==> src/rtl/mips_pkg.sv <==
// Shared encodings for the MIPS execute stage: ALU control, forwarding selects,
// multiply/divide opcodes and the multiply/divide sequencer state.
package mips_pkg;

  typedef enum logic [2:0] {
    ALU_AND = 3'b000,
    ALU_OR  = 3'b001,
    ALU_ADD = 3'b010,
    ALU_SUB = 3'b110,
    ALU_SLT = 3'b111
  } alu_ctrl_e;

  typedef enum logic [1:0] {
    FWD_REG     = 2'b00,
    FWD_RESULTW = 2'b01,
    FWD_ALUOUTM = 2'b10
  } fwd_sel_e;

  typedef enum logic {
    MD_MULTU = 1'b0,
    MD_DIVU  = 1'b1
  } md_op_e;

  typedef enum logic [1:0] {
    MD_NONE = 2'b00,
    MD_MFHI = 2'b01,
    MD_MFLO = 2'b10
  } md_read_e;

  typedef enum logic {
    MD_IDLE = 1'b0,
    MD_BUSY = 1'b1
  } md_state_e;

endpackage

==> src/rtl/muldiv_unit.sv <==
// Iterative unsigned multiply (shift-add) / divide (restoring), one bit per cycle.
// HI/LO change only on the final iteration edge.
module muldiv_unit
  import mips_pkg::*;
#(
  parameter int DATA_WIDTH = 32
) (
  input  logic                  clk,
  input  logic                  rst_n,
  input  logic                  start,
  input  logic                  op,
  input  logic [DATA_WIDTH-1:0] a,
  input  logic [DATA_WIDTH-1:0] b,
  output logic                  busy,
  output logic [DATA_WIDTH-1:0] hi,
  output logic [DATA_WIDTH-1:0] lo
);

  localparam int CNT_W = $clog2(DATA_WIDTH);

  md_state_e             state_reg, state_next;
  logic [CNT_W-1:0]      count_reg;
  logic                  op_reg;
  logic [DATA_WIDTH-1:0] work_hi_reg, work_lo_reg, operand_reg;
  logic [DATA_WIDTH-1:0] hi_reg, lo_reg;
  logic [DATA_WIDTH-1:0] step_hi, step_lo, div_diff;
  logic [DATA_WIDTH:0]   mul_sum, div_shift;
  logic                  last_step;

  assign last_step = (count_reg == CNT_W'(DATA_WIDTH - 1));

  always_ff @(posedge clk or negedge rst_n) begin
    if (!rst_n) state_reg <= MD_IDLE;
    else        state_reg <= state_next;
  end

  always_comb begin
    state_next = state_reg;
    case (state_reg)
      MD_IDLE: if (start)     state_next = MD_BUSY;
      MD_BUSY: if (last_step) state_next = MD_IDLE;
      default:                state_next = MD_IDLE;
    endcase
  end

  always_comb begin
    busy = (state_reg == MD_BUSY);
  end

  // Multiply: {work_hi, work_lo} is the partial product with the multiplier in the low half.
  // Divide: work_hi is the partial remainder, work_lo shifts dividend out and quotient in.
  always_comb begin
    mul_sum   = {1'b0, work_hi_reg} + (work_lo_reg[0] ? {1'b0, operand_reg} : '0);
    div_shift = {work_hi_reg, work_lo_reg[DATA_WIDTH-1]};
    div_diff  = div_shift[DATA_WIDTH-1:0] - operand_reg;
    step_hi   = div_shift[DATA_WIDTH-1:0];
    step_lo   = {work_lo_reg[DATA_WIDTH-2:0], 1'b0};
    if (op_reg == MD_MULTU) begin
      step_hi = mul_sum[DATA_WIDTH:1];
      step_lo = {mul_sum[0], work_lo_reg[DATA_WIDTH-1:1]};
    end else if (div_shift >= {1'b0, operand_reg}) begin
      step_hi = div_diff;
      step_lo = {work_lo_reg[DATA_WIDTH-2:0], 1'b1};
    end
  end

  always_ff @(posedge clk or negedge rst_n) begin
    if (!rst_n) begin
      count_reg   <= '0;
      op_reg      <= 1'b0;
      work_hi_reg <= '0;
      work_lo_reg <= '0;
      operand_reg <= '0;
      hi_reg      <= '0;
      lo_reg      <= '0;
    end else if (state_reg == MD_IDLE) begin
      if (start) begin
        op_reg      <= op;
        work_hi_reg <= '0;
        work_lo_reg <= a;
        operand_reg <= b;
        count_reg   <= '0;
      end
    end else begin
      work_hi_reg <= step_hi;
      work_lo_reg <= step_lo;
      count_reg   <= count_reg + CNT_W'(1);
      if (last_step) begin
        hi_reg <= step_hi;
        lo_reg <= step_lo;
      end
    end
  end

  assign hi = hi_reg;
  assign lo = lo_reg;

endmodule

==> src/rtl/execute_stage.sv <==
// MIPS execute stage: operand forwarding, ALU, destination select and
// HI/LO reads from the iterative multiply/divide unit.
module execute_stage
  import mips_pkg::*;
#(
  parameter int DATA_WIDTH    = 32,
  parameter int RF_ADDR_WIDTH = 5
) (
  input  logic                     i_CLK,
  input  logic                     i_RST,
  input  logic [DATA_WIDTH-1:0]    i_SrcAE,
  input  logic [DATA_WIDTH-1:0]    i_SrcBE,
  input  logic [DATA_WIDTH-1:0]    i_SignImmE,
  input  logic [RF_ADDR_WIDTH-1:0] i_RtE,
  input  logic [RF_ADDR_WIDTH-1:0] i_RdE,
  input  logic [2:0]               i_ALUControlE,
  input  logic                     i_ALUSrcE,
  input  logic                     i_RegDstE,
  input  logic [1:0]               i_ForwardAE,
  input  logic [1:0]               i_ForwardBE,
  input  logic [DATA_WIDTH-1:0]    i_ALUOutM,
  input  logic [DATA_WIDTH-1:0]    i_ResultW,
  input  logic                     i_MDStartE,
  input  logic                     i_MDOpE,
  input  logic [1:0]               i_MDReadE,
  output logic [DATA_WIDTH-1:0]    o_ALUOutE,
  output logic [DATA_WIDTH-1:0]    o_WriteDataE,
  output logic [RF_ADDR_WIDTH-1:0] o_WriteRegE,
  output logic                     o_MDBusy,
  output logic                     o_MDStall
);

  logic [DATA_WIDTH-1:0] src_a, src_b, alu_b, alu_result, hi, lo;
  logic                  md_busy;

  always_comb begin
    case (i_ForwardAE)
      FWD_RESULTW: src_a = i_ResultW;
      FWD_ALUOUTM: src_a = i_ALUOutM;
      default:     src_a = i_SrcAE;
    endcase
    case (i_ForwardBE)
      FWD_RESULTW: src_b = i_ResultW;
      FWD_ALUOUTM: src_b = i_ALUOutM;
      default:     src_b = i_SrcBE;
    endcase
  end

  assign alu_b        = i_ALUSrcE ? i_SignImmE : src_b;
  assign o_WriteDataE = src_b;
  assign o_WriteRegE  = i_RegDstE ? i_RdE : i_RtE;

  always_comb begin
    case (i_ALUControlE)
      ALU_ADD: alu_result = src_a + alu_b;
      ALU_SUB: alu_result = src_a - alu_b;
      ALU_AND: alu_result = src_a & alu_b;
      ALU_OR:  alu_result = src_a | alu_b;
      ALU_SLT: alu_result = {{(DATA_WIDTH-1){1'b0}}, ($signed(src_a) < $signed(alu_b))};
      default: alu_result = '0;
    endcase
  end

  always_comb begin
    case (i_MDReadE)
      MD_MFHI: o_ALUOutE = hi;
      MD_MFLO: o_ALUOutE = lo;
      default: o_ALUOutE = alu_result;
    endcase
  end

  muldiv_unit #(
    .DATA_WIDTH(DATA_WIDTH)
  ) u_muldiv (
    .clk   (i_CLK),
    .rst_n (i_RST),
    .start (i_MDStartE),
    .op    (i_MDOpE),
    .a     (src_a),
    .b     (src_b),
    .busy  (md_busy),
    .hi    (hi),
    .lo    (lo)
  );

  assign o_MDBusy  = md_busy;
  assign o_MDStall = md_busy & (i_MDStartE | (i_MDReadE != MD_NONE));

endmodule

==> config.mk <==
export PLATFORM = sky130hd
export DESIGN_NAME = execute_stage
export DESIGN_NICKNAME = d
export VERILOG_FILES = /design/src/rtl/mips_pkg.sv /design/src/rtl/muldiv_unit.sv /design/src/rtl/execute_stage.sv
export SDC_FILE = /design/constraint.sdc
export NUM_CORES = 1
export LEC_CHECK = 0
export CORE_MARGIN = 5
export CORE_UTILIZATION = 35
export CTS_CLUSTER_DIAMETER = 200
export DETAILED_ROUTE_END_ITERATION = 10
export DONT_BUFFER_PORTS = 1
export SYNTH_ARGS = -nofsm -noshare
export SYNTH_HDL_FRONTEND = slang
export SYNTH_HIERARCHICAL = 1
export SYNTH_SLANG_ARGS = --single-unit
==> constraint.sdc <==
create_clock -name i_CLK -period 14 [get_ports i_CLK]
set_input_delay 2.1 -clock i_CLK [delete_from_list [all_inputs] [get_ports i_CLK]]
set_output_delay 2.1 -clock i_CLK [all_outputs]
set_load 0.01 [all_outputs]
### After elaboration in Yosys (flattened, before gate mapping)

Cells that the tools add are included.

* logic and storage cells: 56
* input port bits: 185
* output and inout port bits: 71
* register bits: 167

* magnitude comparators: 2
* reduce and logical (&&, ||, !) cells: 5
* bitwise gates (word level): 5
* eq/ne operators: 11
* $add $sub $neg: 5
* muxes and demuxes: 20

Operators by type and width (number)
* $mux W32: 9
* $pmux W32 S2: 3
* $pmux W32 S5: 1
* $sub A32 B32 Y32: 2
* $add A32 B33 Y33: 1
* $ge A33 B32 Y1: 1
* $add A32 B32 Y32: 1
* $and A32 B32 Y32: 1
* $lt A32 B32 Y1: 1
* $or A32 B32 Y32: 1
* $mux W5: 3
* $eq A2 B1 Y1 const B: 3
* $eq A2 B2 Y1 const B: 3
* $eq A3 B3 Y1 const B: 2
* $add A5 B1 Y5 const B: 1
* $eq A5 B5 Y1 const B: 1
* $reduce_and A2 Y1: 2
* $reduce_bool A2 Y1: 2
* $eq A3 B1 Y1 const B: 1
* $eq A3 B2 Y1 const B: 1
* $logic_not A3 Y1: 1
* $mux W1: 3
* $pmux W1 S2: 1
* $and A1 B1 Y1: 1
* other kinds (2): 2

### Longest topological paths before layout

Gate-level depths: netlist of the first run.

* word-level depth: 6
* mapped depth: 20
* gate-level depth less buffers: 18

### Hierarchy

Netlist of the first run, hierarchy kept.

Modules (own cells, without submodules)
* muldiv_unit: instances 1, area each 11274.6 um^2, cells an instance 1297, seq. area each 4179.0 um^2
* execute_stage: instances 1, area each 7100.6 um^2, cells an instance 1128, seq. area each 0.0 um^2

### Least setup slack after synthesis of the first run

OpenSTA, ideal clock, no wires.

* path type: input-to-output
* from: in i_ForwardBE[0]
* to: out o_ALUOutE[30]
* setup slack: 6087 ps
* data arrival time: 5813 ps
* path buffers: 2
* required time: 11900 ps
* cell stages on the path: 19
* cells stage by stage: inv_1 ha_1 clkbuf_1 buf_1 nor2_1 a21oi_1 o21ai_0 ha_1 fa_1 a211oi_2 o21bai_1 o211ai_2 nor3_1 o31a_1 o31a_1 a31oi_1 xnor2_1 a21oi_1 a32oi_1

* cells in the longest elaborated chain, start to end: 6
* elaborated cells on any way between the ends: 10
* classes of those cells: 2 x add/sub; 2 x eq/ne; 4 x mux; 2 x bitwise

RTL lines
* from (decl): RTL line execute_stage.sv:20 `input logic [1:0] i_ForwardBE,`
* $eq A2 B2 Y1 / $eq A2 B1 Y1 (equally long branches): RTL line execute_stage.sv:42 `case (i_ForwardBE)`
* $pmux W32 S2 *: RTL line execute_stage.sv:42
* $mux W32 *: RTL line execute_stage.sv:49 `assign alu_b = i_ALUSrcE ? i_SignImmE : src_b;`
* $sub A32 B32 Y32 (tied with other cells): RTL line execute_stage.sv:56 `ALU_SUB: alu_result = src_a - alu_b;`
* $pmux W32 S5 *: RTL line execute_stage.sv:54 `case (i_ALUControlE)`
* $pmux W32 S2 *: RTL line execute_stage.sv:65 `case (i_MDReadE)`
* to (decl): RTL line execute_stage.sv:26 `output logic [DATA_WIDTH-1:0] o_ALUOutE,`

Mark *: on every way between the ends. The rest lies on a longest branch, timed or not.

### Final worst setup path of the first run

Same ends and word-level chain as after synthesis.

==> results of run 1 <==
[report_power, final]
group / switching [mW] / leakage, nW / internal, mW
logic: 1.96 / 6.27 / 1.19
registers: 0.181 / 2.11 / 0.692
clock network: 0.233 / 0.282 / 0.237
[kinds of logic after synthesis]
group | count (synthesis) | synth area share (%)
buf+inv | 342 | 7.37
xor+xnor | 85 | 4.05
flops | 167 | 22.7
simple gates | 690 | 17.7
mux | 79 | 4.49
fa+ha+maj | 180 | 12.4
compound gates | 882 | 31.2
[cell usage after synthesis (all sizes together), types with 38 or more instances]
library cell and number:
o21ai 231, inv 181, a22oi 67, clkbuf 119, a22o 44, xor2 38
dfrtp 167, mux2i 52, nor2 161, nor2b 42, xnor2 47, buf 41
a211oi 62, ha 176, a21o 62, nand2 284, a21oi 224
[critical path, cell delays in order]
cell and delay [ps]:
inv_1 40, ha_2 720, a22oi_1 200, nor2_1 130
a21oi_1 90, o21ai_0 390, inv_1 110, ha_1 480
o21ai_0 140, o21bai_1 300, o211ai_2 200, nor3_1 580
o31a_1 270, o31a_1 200, a31oi_1 120, xnor2_1 160
a21oi_1 80, a32oi_1 380
[layout make-up]
type	instances	area (um^2)
Fill cell	5476	32900
Multi-Input combinational cell	1916	12900
Sequential cell	167	4190
Tap cell	688	861
Inverter	182	683
Clock buffer	17	425
Timing Repair Buffer	20	150
Clock inverter	15	149
[metal layers]
metal / vias to the layer above / global-route usage [%] / share of wire, %
met3: 99 / 4.76 / 8.0
met4: 0 / 6.07 / 2.4
met5: - / 0 / 0
met2: 723 / 37.9 / 45
li1: 8397 / - / -
met1: 8634 / 32.2 / 44
[how the worst min path moves through the flow]
stage                           from                    end  slack [ps]  cells after the start
2_1_floorplan  u_muldiv/count_reg[3]  u_muldiv/count_reg[3]         440                      1
3_3_place_gp         u_muldiv/lo[20]        u_muldiv/lo[20]         460                      2
3_5_place_dp          u_muldiv/lo[5]         u_muldiv/lo[5]         470                      2
4_1_cts               u_muldiv/lo[5]         u_muldiv/lo[5]         490                      2
5_1_grt               u_muldiv/lo[3]         u_muldiv/lo[3]         510                      2
6_report             u_muldiv/lo[21]        u_muldiv/lo[21]         480                      2
==> summary.md, run 1 <==
| Metric | Value |
|---|---|
| RePlAce Congestion | `0.939` |
| I/O pins | `256` |
| Initial antenna violation count | `1` |
| Post-route cell area | `0.0193 mm^2` |
| Max IR drop VDD | `121 uV` |
| Final setup vio count | `0` |
| Most common cell after layout, fill and taps aside | `nand2_1` |
| DIE AREA | `0.0572 mm^2` |
| Slew headroom | `20.7%` |
| Chip Width | `239 um` |
| Largest net degree at the start of global routing | `168` |
| Starting Density | `35.2%` |
| Placed Area | `0.0187 mm^2` |
| Prevailing post-synth register cell | `dfrtp_1` |
| Initial DRC Count | `1770` |
| Final #Nets | `2669` |
| Synth area leaders | `dfrtp_1 (23%), ha_1 (12%), a21oi_1 (6.0%)` |
| Final WS setup | `5190 ps` |
| Dpl cells | `2973` |
| Clock sinks | `167` |
| Clk slew on worst S/H paths | `70 ps` |
| CTS tree | `done` |
| Final worst path period share | `62.9%` |
| Kind of start point of the critical path | `primary input` |
| Worst hold path class | `reg2reg` |
| Pwr dens | `233 mW/mm^2` |
| CTS root buf | `clkbuf_16` |
| DR vias/cell | `5.94` |
| Detail Placement HPWL | `54.9 mm` |
| Maximum capacitance violations | `0` |
| Pwr Total | `4.49 mW` |
| Core ar. | `0.0522 mm^2` |
| Area grow syn2layout | `5.11%` |
| Max Buffers Root-to-Sink | `2` |
| Layout Utilization | `37.0%` |
| Hold_buf cts | `0` |
| DR vias | `17900` |
| FF-to-FF End | `u_muldiv/work_hi_reg[19]` |
| Share of the synthesized area in the top cell type | `22.7%` |
| Worst Max-Slew Pin Slew | `1180 ps` |
| Commonest non-fill, non-tap cells in the layout | `nand2_1 (283), a21oi_1 (219), o21ai_0 (203)` |
| Non-Filler Instances | `3005` |
| Setup Total Neg Slack | `0 ps` |
| Register area share after synthesis | `22.7%` |
| DR WL/cell | `23.5 um` |
| Vias in the first global route | `17100` |
| H-tree levels | `4` |
| Worst Reg-to-Reg Cells | `12` |
| Port-buffer cells | `0` |
| Fraction of layout cells with a size suffix above 1 | `5.44%` |
| Status | `complete, no violations` |
| Reg2reg setup slack | `9770 ps` |
| CTS buffer count | `17` |
| Critical Path End | `o_ALUOutE[30]` |
| RSZ-0062 raised after global routing | `no` |
| Die height | `239 um` |
| Place WS | `5290 ps` |
| Total gr overflow | `0` |
| Antenna viol nets, final | `0` |
| Wirelength, routed | `70.5 mm` |
| Resize count post-CTS | `0` |
| Pleak | `8.66 nW` |
| Critical path class | `in2out` |
| Max Clock Skew | `11.3 ps` |
| Slew Viols, Final | `0` |
| Mean Syn Cell Area | `7.58 um^2` |
| Post-Syn Area | `0.0184 mm^2` |
| EDFF count, synth | `0` |
| First drt pass iteration count | `6` |
| Most area-hungry cell type in the Yosys netlist | `dfrtp_1` |
| Fmax | `0.114 GHz` |
| Hold_ws | `485 ps` |
| Final Hold Fails | `0` |
| WP data arrival | `6710 ps` |
| Critical Path Fanout Max | `32` |
| First-pass GRT wire length | `105 mm` |
| ANT cells | `0` |
| Rows | `84` |
| R2r startpoint | `u_muldiv/work_lo_reg[31]` |
| Synth warnings | `6` |
| Clk_lat worst skew | `460 ps` |
| Syn Nets | `2790` |
| Cells after synthesis | `2425` |
| Number of synthesized register bits | `167` |
| Total GRT Usage | `23.5%` |
| Crit path from | `i_ForwardBE[0]` |
| Worst endpoint required time | `11900 ps` |
| Asr flop ratio synth | `100%` |
| Setup Fix Bufs, Post-CTS | `0` |
| Min Tclk post-route | `8810 ps` |
| Yosys cell types | `95` |
| Crit. End Element | `primary output` |
| DRC | `0` |
Power figures use the tool's default switching activity.
==> inputs of run 2 (changes only) <==
clock period = 7.7 ns   (was 14 ns; I/O delays follow)
==> summary.md, run 2 (synthesis gave the netlist of run 1 again) <==
| Metric | Value |
|---|---|
| Status | `complete, no violations` |
| Slew Viols, Final | `0` |
| RePlAce Congestion | `0.988` |
| Pleak | `8.69 nW` |
| Core ar. | `0.0522 mm^2` |
| Initial antenna violation count | `1` |
| Worst endpoint required time | `6550 ps` |
| Slew headroom | `30.3%` |
| CTS root buf | `clkbuf_16` |
| Final #Nets | `2672` |
| Total gr overflow | `0` |
| FF-to-FF End | `u_muldiv/work_hi_reg[19]` |
| Max Clock Skew | `8.75 ps` |
| Initial DRC Count | `2077` |
| Final WS setup | `791 ps` |
| Pwr dens | `424 mW/mm^2` |
| Maximum capacitance violations | `0` |
| Worst Max-Slew Pin Slew | `1040 ps` |
| CTS tree | `done` |
| Final worst path period share | `89.7%` |
| Starting Density | `35.2%` |
| ANT cells | `0` |
| RSZ-0062 raised after global routing | `no` |
| Min Tclk post-route | `6910 ps` |
| Vias in the first global route | `17300` |
| H-tree levels | `4` |
| Resize count post-CTS | `0` |
| Clk slew on worst S/H paths | `70 ps` |
| Largest net degree at the start of global routing | `168` |
| Area grow syn2layout | `5.38%` |
| R2r startpoint | `u_muldiv/work_lo_reg[31]` |
| Clk_lat worst skew | `450 ps` |
| DRC | `0` |
| Pwr Total | `8.20 mW` |
| DR vias | `18200` |
| Kind of start point of the critical path | `primary input` |
| Setup Total Neg Slack | `0 ps` |
| Antenna viol nets, final | `0` |
| First-pass GRT wire length | `106 mm` |
| Fmax | `0.145 GHz` |
| Commonest non-fill, non-tap cells in the layout | `nand2_1 (283), a21oi_1 (219), o21ai_0 (203)` |
| WP data arrival | `5750 ps` |
| Worst hold path class | `in2async` |
| DR vias/cell | `6.04` |
| Reg2reg setup slack | `3570 ps` |
| Crit. End Element | `primary output` |
| Max IR drop VDD | `240 uV` |
| Port-buffer cells | `0` |
| Fraction of layout cells with a size suffix above 1 | `5.48%` |
| DIE AREA | `0.0572 mm^2` |
| Detail Placement HPWL | `55.2 mm` |
| Hold_buf cts | `0` |
| I/O pins | `256` |
| DR WL/cell | `23.5 um` |
| Chip Width | `239 um` |
| CTS buffer count | `17` |
| Setup Fix Bufs, Post-CTS | `0` |
| Final Hold Fails | `0` |
| First drt pass iteration count | `6` |
| Wirelength, routed | `70.7 mm` |
| Critical path class | `in2out` |
| Critical Path Fanout Max | `32` |
| Die height | `239 um` |
| Worst Reg-to-Reg Cells | `12` |
| Fill count | `5490` |
| Clock sinks | `167` |
| Final setup vio count | `0` |
| Place WS | `865 ps` |
| Hold_ws | `415 ps` |
| Total GRT Usage | `23.6%` |
| Rows | `84` |
| Max Buffers Root-to-Sink | `2` |
| Most common cell after layout, fill and taps aside | `nand2_1` |
==> run 2: cell types whose count changed in the layout (fill, tap and decap cells not counted), sizes merged <==
cell,change
clkinvlp,+1
inv,-5
clkbuf,+1
buf,+3
clkinv,-1
bufinv,+3
==> run 2: final cells by class <==
class	count	area, um^2	area share, %
repair buffers	23	173	0.892
multi-input cells	1916	12900	66.4
well taps	688	861	4.45
inverters	182	683	3.53
clock inverters	13	171	0.885
flip-flops and latches	167	4190	21.6
clock buffers	18	429	2.22
==> run 2: worst max-delay path, cell delays in order <==
cell,delay (ps)
inv_1,40
ha_2,740
a22oi_1,200
nor2_1,160
a21oi_1,80
o21ai_0,520
inv_1,140
ha_1,460
or3b_1,380
o2111ai_1,160
a31oi_1,190
a41oi_1,350
o41ai_2,140
a21oi_2,170
nor2_2,70
a221oi_2,290
nand2_1,100
a32oi_1,390
==> run 2: power by group <==
group / internal [mW] / total, mW / switching, mW
clock: 0.514 / 0.898 / 0.384
combinational: 2.15 / 5.68 / 3.52
sequential: 1.26 / 1.63 / 0.371
==> run 2: per-layer routing <==
layer,GRT usage (%),wire length (um),up-vias
met1,32.1,30800,8869
met2,37.8,32000,760
met3,4.72,5720,129
met4,7.35,2220,0
met5,0,0,-
li1,-,-,8394
==> run 2: stage by stage <==
stage | cell area [um^2] | util (%) | std cells
CTS | 19400 | 37.1 | 3007
global placement | 18800 | 35.9 | 2976
finish | 19400 | 37.1 | 3007
detailed placement | 18800 | 35.9 | 2976
global route | 19400 | 37.1 | 3007
floorplan | 18400 | - | 2425
==> run 2: how the worst max path moves through the flow <==
stage	cells past startpoint	startpoint	slack [ps]	end
6_report	18	i_ForwardBE[0]	790	o_ALUOutE[30]
4_1_cts	18	i_ForwardBE[0]	840	o_ALUOutE[30]
3_5_place_dp	18	i_ForwardBE[0]	860	o_ALUOutE[30]
5_1_grt	18	i_ForwardBE[0]	440	o_ALUOutE[30]
2_1_floorplan	19	i_ForwardBE[0]	1680	o_ALUOutE[30]
3_3_place_gp	18	i_ForwardBE[0]	890	o_ALUOutE[30]
